File: src/rtl/spaceship_turn_ctrl.sv
// Turn sequencer: debounces the rotate buttons, adds hold-to-repeat and shortest-path
// autopilot seeking, and emits spaced single-cycle turn pulses to the heading register.
module spaceship_turn_ctrl #(
    parameter int DEBOUNCE_CYCLES = 250000,
    parameter int REPEAT_DELAY    = 12500000,
    parameter int REPEAT_PERIOD   = 5000000,
    parameter int STEP_GAP        = 4
) (
    input  logic       clk,
    input  logic       rst,
    input  logic       btn_cw,
    input  logic       btn_ccw,
    input  logic       auto_en,
    input  logic       auto_req,
    input  logic [3:0] auto_target,
    input  logic [3:0] angle_in,
    output logic       turn_cw,
    output logic       turn_ccw,
    output logic       busy,
    output logic       auto_done,
    output logic       auto_abort
);

    localparam int DBW  = $clog2(DEBOUNCE_CYCLES + 1);
    localparam int RMAX = (REPEAT_DELAY > REPEAT_PERIOD) ? REPEAT_DELAY : REPEAT_PERIOD;
    localparam int RTW  = $clog2(RMAX + 1);
    localparam int GW   = (STEP_GAP > 2) ? $clog2(STEP_GAP) : 1;

    localparam logic [DBW-1:0] DB_LAST  = DBW'(DEBOUNCE_CYCLES - 1);
    localparam logic [RTW-1:0] RPT_DLY  = RTW'(REPEAT_DELAY);
    localparam logic [RTW-1:0] RPT_PER  = RTW'(REPEAT_PERIOD);
    localparam logic [GW-1:0]  GAP_LOAD = GW'(STEP_GAP - 1);

    typedef enum logic [1:0] {IDLE, MAN_REPEAT, SEEK, GAP} state_t;

    // index 0 = clockwise button, index 1 = counter-clockwise button
    logic [1:0]     sync1, sync2, db, db_prev, rise;
    logic [DBW-1:0] db_cnt [2];

    always_ff @(posedge clk) begin
        if (rst) begin
            sync1   <= '0;
            sync2   <= '0;
            db      <= '0;
            db_prev <= '0;
            for (int i = 0; i < 2; i++) db_cnt[i] <= '0;
        end else begin
            sync1   <= {btn_ccw, btn_cw};
            sync2   <= sync1;
            db_prev <= db;
            for (int i = 0; i < 2; i++) begin
                if (sync2[i] == db[i]) begin
                    db_cnt[i] <= '0;
                end else if (db_cnt[i] == DB_LAST) begin
                    db[i]     <= ~db[i];
                    db_cnt[i] <= '0;
                end else begin
                    db_cnt[i] <= db_cnt[i] + 1'b1;
                end
            end
        end
    end

    assign rise = db & ~db_prev;

    state_t         state_q, state_d;
    logic [RTW-1:0] rpt_q, rpt_d;
    logic [GW-1:0]  gap_q, gap_d;
    logic [3:0]     tgt_q, tgt_d;
    logic           dir_q, dir_d;
    logic           cw_d, ccw_d, done_d, abort_d;
    logic [3:0]     diff;
    logic           gap_ok, held, cancel;

    assign diff   = tgt_q - angle_in;
    assign gap_ok = (gap_q == '0);
    assign held   = (db == (dir_q ? 2'b10 : 2'b01));
    assign cancel = (db != 2'b00) || !auto_en;

    always_comb begin
        state_d = state_q;
        rpt_d   = rpt_q;
        gap_d   = gap_ok ? gap_q : gap_q - 1'b1;
        tgt_d   = tgt_q;
        dir_d   = dir_q;
        cw_d    = 1'b0;
        ccw_d   = 1'b0;
        done_d  = 1'b0;
        abort_d = 1'b0;
        case (state_q)
            IDLE: begin
                // a press landing inside the spacing window of a prior pulse is dropped
                if (rise[0] && !db[1] && gap_ok) begin
                    cw_d    = 1'b1;
                    dir_d   = 1'b0;
                    rpt_d   = RPT_DLY;
                    state_d = MAN_REPEAT;
                end else if (rise[1] && !db[0] && gap_ok) begin
                    ccw_d   = 1'b1;
                    dir_d   = 1'b1;
                    rpt_d   = RPT_DLY;
                    state_d = MAN_REPEAT;
                end else if (auto_req && auto_en && db == 2'b00) begin
                    tgt_d   = auto_target;
                    state_d = SEEK;
                end
            end
            MAN_REPEAT: begin
                if (!held) begin
                    state_d = IDLE;
                end else if (rpt_q <= RTW'(1)) begin
                    if (gap_ok) begin
                        cw_d  = !dir_q;
                        ccw_d = dir_q;
                        rpt_d = RPT_PER;
                    end
                end else begin
                    rpt_d = rpt_q - 1'b1;
                end
            end
            SEEK: begin
                if (cancel) begin
                    abort_d = 1'b1;
                    state_d = IDLE;
                end else if (diff == 4'd0) begin
                    done_d  = 1'b1;
                    state_d = IDLE;
                end else if (gap_ok) begin
                    cw_d    = (diff <= 4'd8);
                    ccw_d   = (diff > 4'd8);
                    state_d = GAP;
                end
            end
            GAP: begin
                if (cancel) begin
                    abort_d = 1'b1;
                    state_d = IDLE;
                end else if (gap_q <= GW'(1)) begin
                    state_d = SEEK;
                end
            end
            default: state_d = IDLE;
        endcase
        if (cw_d || ccw_d) gap_d = GAP_LOAD;
    end

    always_ff @(posedge clk) begin
        if (rst) begin
            state_q    <= IDLE;
            rpt_q      <= '0;
            gap_q      <= '0;
            tgt_q      <= '0;
            dir_q      <= 1'b0;
            turn_cw    <= 1'b0;
            turn_ccw   <= 1'b0;
            busy       <= 1'b0;
            auto_done  <= 1'b0;
            auto_abort <= 1'b0;
        end else begin
            state_q    <= state_d;
            rpt_q      <= rpt_d;
            gap_q      <= gap_d;
            tgt_q      <= tgt_d;
            dir_q      <= dir_d;
            turn_cw    <= cw_d;
            turn_ccw   <= ccw_d;
            busy       <= (state_d != IDLE);
            auto_done  <= done_d;
            auto_abort <= abort_d;
        end
    end

endmodule

File: config.mk
export PLATFORM = sky130hd
export DESIGN_NAME = spaceship_turn_ctrl
export DESIGN_NICKNAME = d
export VERILOG_FILES = /design/src/rtl/spaceship_turn_ctrl.sv
export SDC_FILE = /design/constraint.sdc
export NUM_CORES = 1
export LEC_CHECK = 0
export BUFFER_PORTS_ARGS = -buffer_cell sky130_fd_sc_hd__buf_2
export CAP_MARGIN = 30
export CORE_AREA = 2 2 109 111
export CTS_CLUSTER_SIZE = 20
export DETAILED_ROUTE_END_ITERATION = 16
export DIE_AREA = 0 0 111 113
export PLACE_DENSITY = 0.63
export RECOVER_POWER = 100
export SLEW_MARGIN = 5
export SYNTH_ARGS = -nofsm -noshare
export SYNTH_HDL_FRONTEND = slang
export SYNTH_SLANG_ARGS = --single-unit
File: constraint.sdc
create_clock -name clk -period 2.65 [get_ports clk]
set_input_delay 0.53 -clock clk [delete_from_list [all_inputs] [get_ports clk]]
set_output_delay 0.53 -clock clk [all_outputs]
set_load 0.005 [all_outputs]
==> summary.txt <==
Outcome
  • Outcome: complete, no violations

Global routing
  • Maximum number of pins on one net before global-route repair: 22
  • Global router's overall resource usage: 0.153
  • Total global routing overflow: 0
  • Via count of the first global-routing pass: 3398
  • Wire length of the first global-routing pass: 15700 µm
  • Number of antenna violations at the first check in global routing: 0

Clock tree
  • Clock Sinks: 82
  • Count of buffers added by post-CTS timing repair for setup: 0
  • Clock Latency Late Sink: 0.34 ns
  • CTS tree: done
  • Clock tree buffer depth: 2
  • Number of buffers created by CTS: 9
  • Clock transition at path regs: 0.06 ns
  • Cell at the root of the clock tree: sky130_fd_sc_hd__clkbuf_16
  • CTS H-Tree Depth: 3
  • Total of hold buffers inserted after clock tree synthesis: 0
  • Number of cells upsized or downsized after cts: 0

Detailed routing
  • Number of antenna-violating nets in the routed design: 0
  • Post-DR vias/cell: 5.22
  • Total via count after detailed routing: 3573
  • Routed len/inst: 13.6 µm
  • Met1 wire length: 4360 µm
  • DR iter-0 viols: 214
  • Met2 routed wirelength: 4320 µm
  • Detailed-route DRC error count: 0
  • Router iterations before antenna repair: 5
  • Wire length reported by the detailed router: 9290 µm
  • Amount of wire on met3 after detailed routing: 474 µm
  • Highest metal layer with signal wires: met4

Die
  • Placeable core region: 11300 µm²
  • Initial Util: 0.397
  • Standard-cell rows: 39
  • Horizontal extent of the die: 111 µm
  • Vertical die dimension: 113 µm
  • Area of the die: 12500 µm²
  • I/O pin cnt: 19

STA
  • Worst Skew: 0.00489 ns
  • Hold Violations, Final: 0
  • Minimum clock period after layout: 2.48 ns
  • Least-Margin Pin Slew: 0.922 ns
  • Final setup vio count: 0
  • RSZ-0062 raised after global routing: no
  • Number of max-slew violations in the final report: 0
  • Slew HR: 0.386
  • Total Negative Setup Slacks: 0 ns
  • Highest Clock Rate: 403 MHz
  • Post-route clock period utilization: 0.938

Pwr
  • Leak Pwr: 1.90 nW
  • Pwr/cell area: 599 nW/µm²
  • IR drop worst, VDD: 443 µV

Setup path
  • Critical setup path kind: flop to flop
  • Type of origin of the critical path: flop
  • Maximum net fanout on the critical path: 8
  • Crit end category: flop
  • Data arrival time at the worst-slack endpoint: 2.75 ns
  • Data required time at the worst endpoint: 2.91 ns

Synth
  • Number of distinct standard cells referenced by the synthesized netlist: 67
  • Share of synthesized area occupied by flip-flops and latches: 0.447
  • Number of enable flip-flop cells after synthesis: 36
  • Prevailing post-synth register cell: sky130_fd_sc_hd__dfxtp_1
  • Yosys warns: 0
  • Cell Area, Synth: 4480 µm²
  • Syn avg cell area: 9.35 µm²
  • Fraction of synthesis flops using an asynchronous set or reset pin: 0
  • Gate count of the mapped netlist: 479
  • Synthesis-stage register bit count: 82

Place
  • Number of input and output port buffers inserted: 18
  • Number of cells in the design after placement: 668
  • Half-perimeter wire length after detailed placement: 6680 µm
  • GPL Wtd Cong: 0.892

Final layout
  • Final cell count without fillers: 684
  • Layout fillers: 1048
  • Nets@finish: 560
  • Final antenna diode count: 0
  • Share of post-route cells with drive strength above 1: 0.126
  • Synth-to-Final Area Change: 14.5%

Min path
  • Min-Delay Path Class: primary input to flop

Run
  • Max-cap check violation count: 0
sequential cells by signal, indices dropped and copies added (netlist names):
register / count
rpt_q: 24
turn_cw: 1
sync2: 2
db: 2
state_q: 2
gap_q: 2
turn_ccw: 1
dir_q: 1
auto_done: 1
tgt_q: 4
db_prev: 2
db_cnt: 36
auto_abort: 1
sync1: 2
busy: 1
layout by cell type (no fill, tap or decap), types with 9 or more instances in the layout:
cell,count
sky130_fd_sc_hd__a21oi_1,28
sky130_fd_sc_hd__nand2_1,32
sky130_fd_sc_hd__inv_1,18
sky130_fd_sc_hd__xnor2_1,21
sky130_fd_sc_hd__nor4_1,14
sky130_fd_sc_hd__nor2_1,71
sky130_fd_sc_hd__clkbuf_16,9
sky130_fd_sc_hd__ha_1,9
sky130_fd_sc_hd__dfxtp_1,46
sky130_fd_sc_hd__o21ai_0,16
sky130_fd_sc_hd__nand3_1,21
sky130_fd_sc_hd__xor2_1,22
sky130_fd_sc_hd__edfxtp_1,36
sky130_fd_sc_hd__nor3_1,17
sky130_fd_sc_hd__conb_1,36
sky130_fd_sc_hd__buf_2,14
final cells by class:
cell class,instances,area (µm²),area share
Timing Repair Buffer,31,165,0.0322
Clock inverter,7,92.6,0.0181
Clock buffer,9,225,0.0439
Tap cell,143,179,0.0349
Inverter,18,67.6,0.0132
Multi-Input combinational cell,394,2400,0.467
Sequential cell,82,2000,0.390
critical path: stages (launching register included):
cell	delay, ns
sky130_fd_sc_hd__dfxtp_1	0.36
sky130_fd_sc_hd__or4_1	0.67
sky130_fd_sc_hd__nor4_2	0.40
sky130_fd_sc_hd__a21oi_2	0.16
sky130_fd_sc_hd__nor2_2	0.38
sky130_fd_sc_hd__o21ai_2	0.21
sky130_fd_sc_hd__a211oi_2	0.22
metrics by stage:
stage / hold WS, ns / utilization / total power [mW] / setup slack, ns / cell area, µm²
global route: 0.409 / 0.455 / 3.19 / 0.0553 / 5130
global placement: 0.428 / 0.431 / 1.75 / 0.341 / 4860
detailed placement: 0.448 / 0.431 / 1.76 / 0.269 / 4860
floorplan: 0.414 / - / 1.69 / 0.412 / 4610
finish: 0.410 / 0.455 / 3.07 / 0.166 / 5130
CTS: 0.405 / 0.459 / 3.11 / 0.264 / 5170
kinds of logic (layout without fill, tap and decap cells):
group | after synthesis | count (layout) | share of synthesized area
AND/OR/NAND/NOR | 220 | 220 | 0.266
flip-flops | 82 | 82 | 0.447
multiplexers | 3 | 3 | 0.00699
other | 1 | 36 | 0.000837
XOR/XNOR | 43 | 43 | 0.0841
adder cells (fa/ha/maj) | 10 | 10 | 0.0296
buffers and inverters | 38 | 65 | 0.0419
AO/OA/AOI/OAI | 82 | 82 | 0.123
worst paths after layout:
kind / end / from / slack [ns] / cells after the start
max: rpt_q[1]$_SDFFE_PP0P_ / rpt_q[12]$_SDFFE_PP0P_ / 0.17 / 6
min: sync1[0]$_SDFF_PP0_ / btn_cw / 0.41 / 2
max reg2reg: rpt_q[1]$_SDFFE_PP0P_ / rpt_q[12]$_SDFFE_PP0P_ / 0.17 / 6
min reg2reg: sync2[1]$_SDFF_PP0_ / sync1[1]$_SDFF_PP0_ / 0.45 / 1
power by group:
| part | switching, mW | total (mW) | internal, mW |
|---|---|---|---|
| clock network | 0.512 | 1.34 | 0.825 |
| logic | 0.187 | 0.327 | 0.140 |
| registers | 0.0419 | 1.41 | 1.36 |
| total | 0.740 | 3.07 | 2.33 |
layer usage:
metal,GRT usage,vias up
li1,-,1799
met1,0.199,1684
met2,0.248,80
met3,0.0359,10
met4,0.0567,0
met5,0,-
synthesized netlist by cell type (8+ instances only):
| master | count | area, µm² |
|---|---|---|
| sky130_fd_sc_hd__nor2_1 | 71 | 267 |
| sky130_fd_sc_hd__dfxtp_1 | 46 | 921 |
| sky130_fd_sc_hd__edfxtp_1 | 36 | 1080 |
| sky130_fd_sc_hd__nand2_1 | 32 | 120 |
| sky130_fd_sc_hd__a21oi_1 | 28 | 140 |
| sky130_fd_sc_hd__xor2_1 | 22 | 193 |
| sky130_fd_sc_hd__nand3_1 | 21 | 105 |
| sky130_fd_sc_hd__xnor2_1 | 21 | 184 |
| sky130_fd_sc_hd__inv_1 | 18 | 67.6 |
| sky130_fd_sc_hd__nor3_1 | 17 | 85.1 |
| sky130_fd_sc_hd__o21ai_0 | 15 | 75.1 |
| sky130_fd_sc_hd__nor4_1 | 13 | 81.3 |
| sky130_fd_sc_hd__clkbuf_1 | 10 | 37.5 |
| sky130_fd_sc_hd__ha_1 | 9 | 113 |
| sky130_fd_sc_hd__nor2b_1 | 8 | 50.1 |
(Power assumes the default switching activity.)
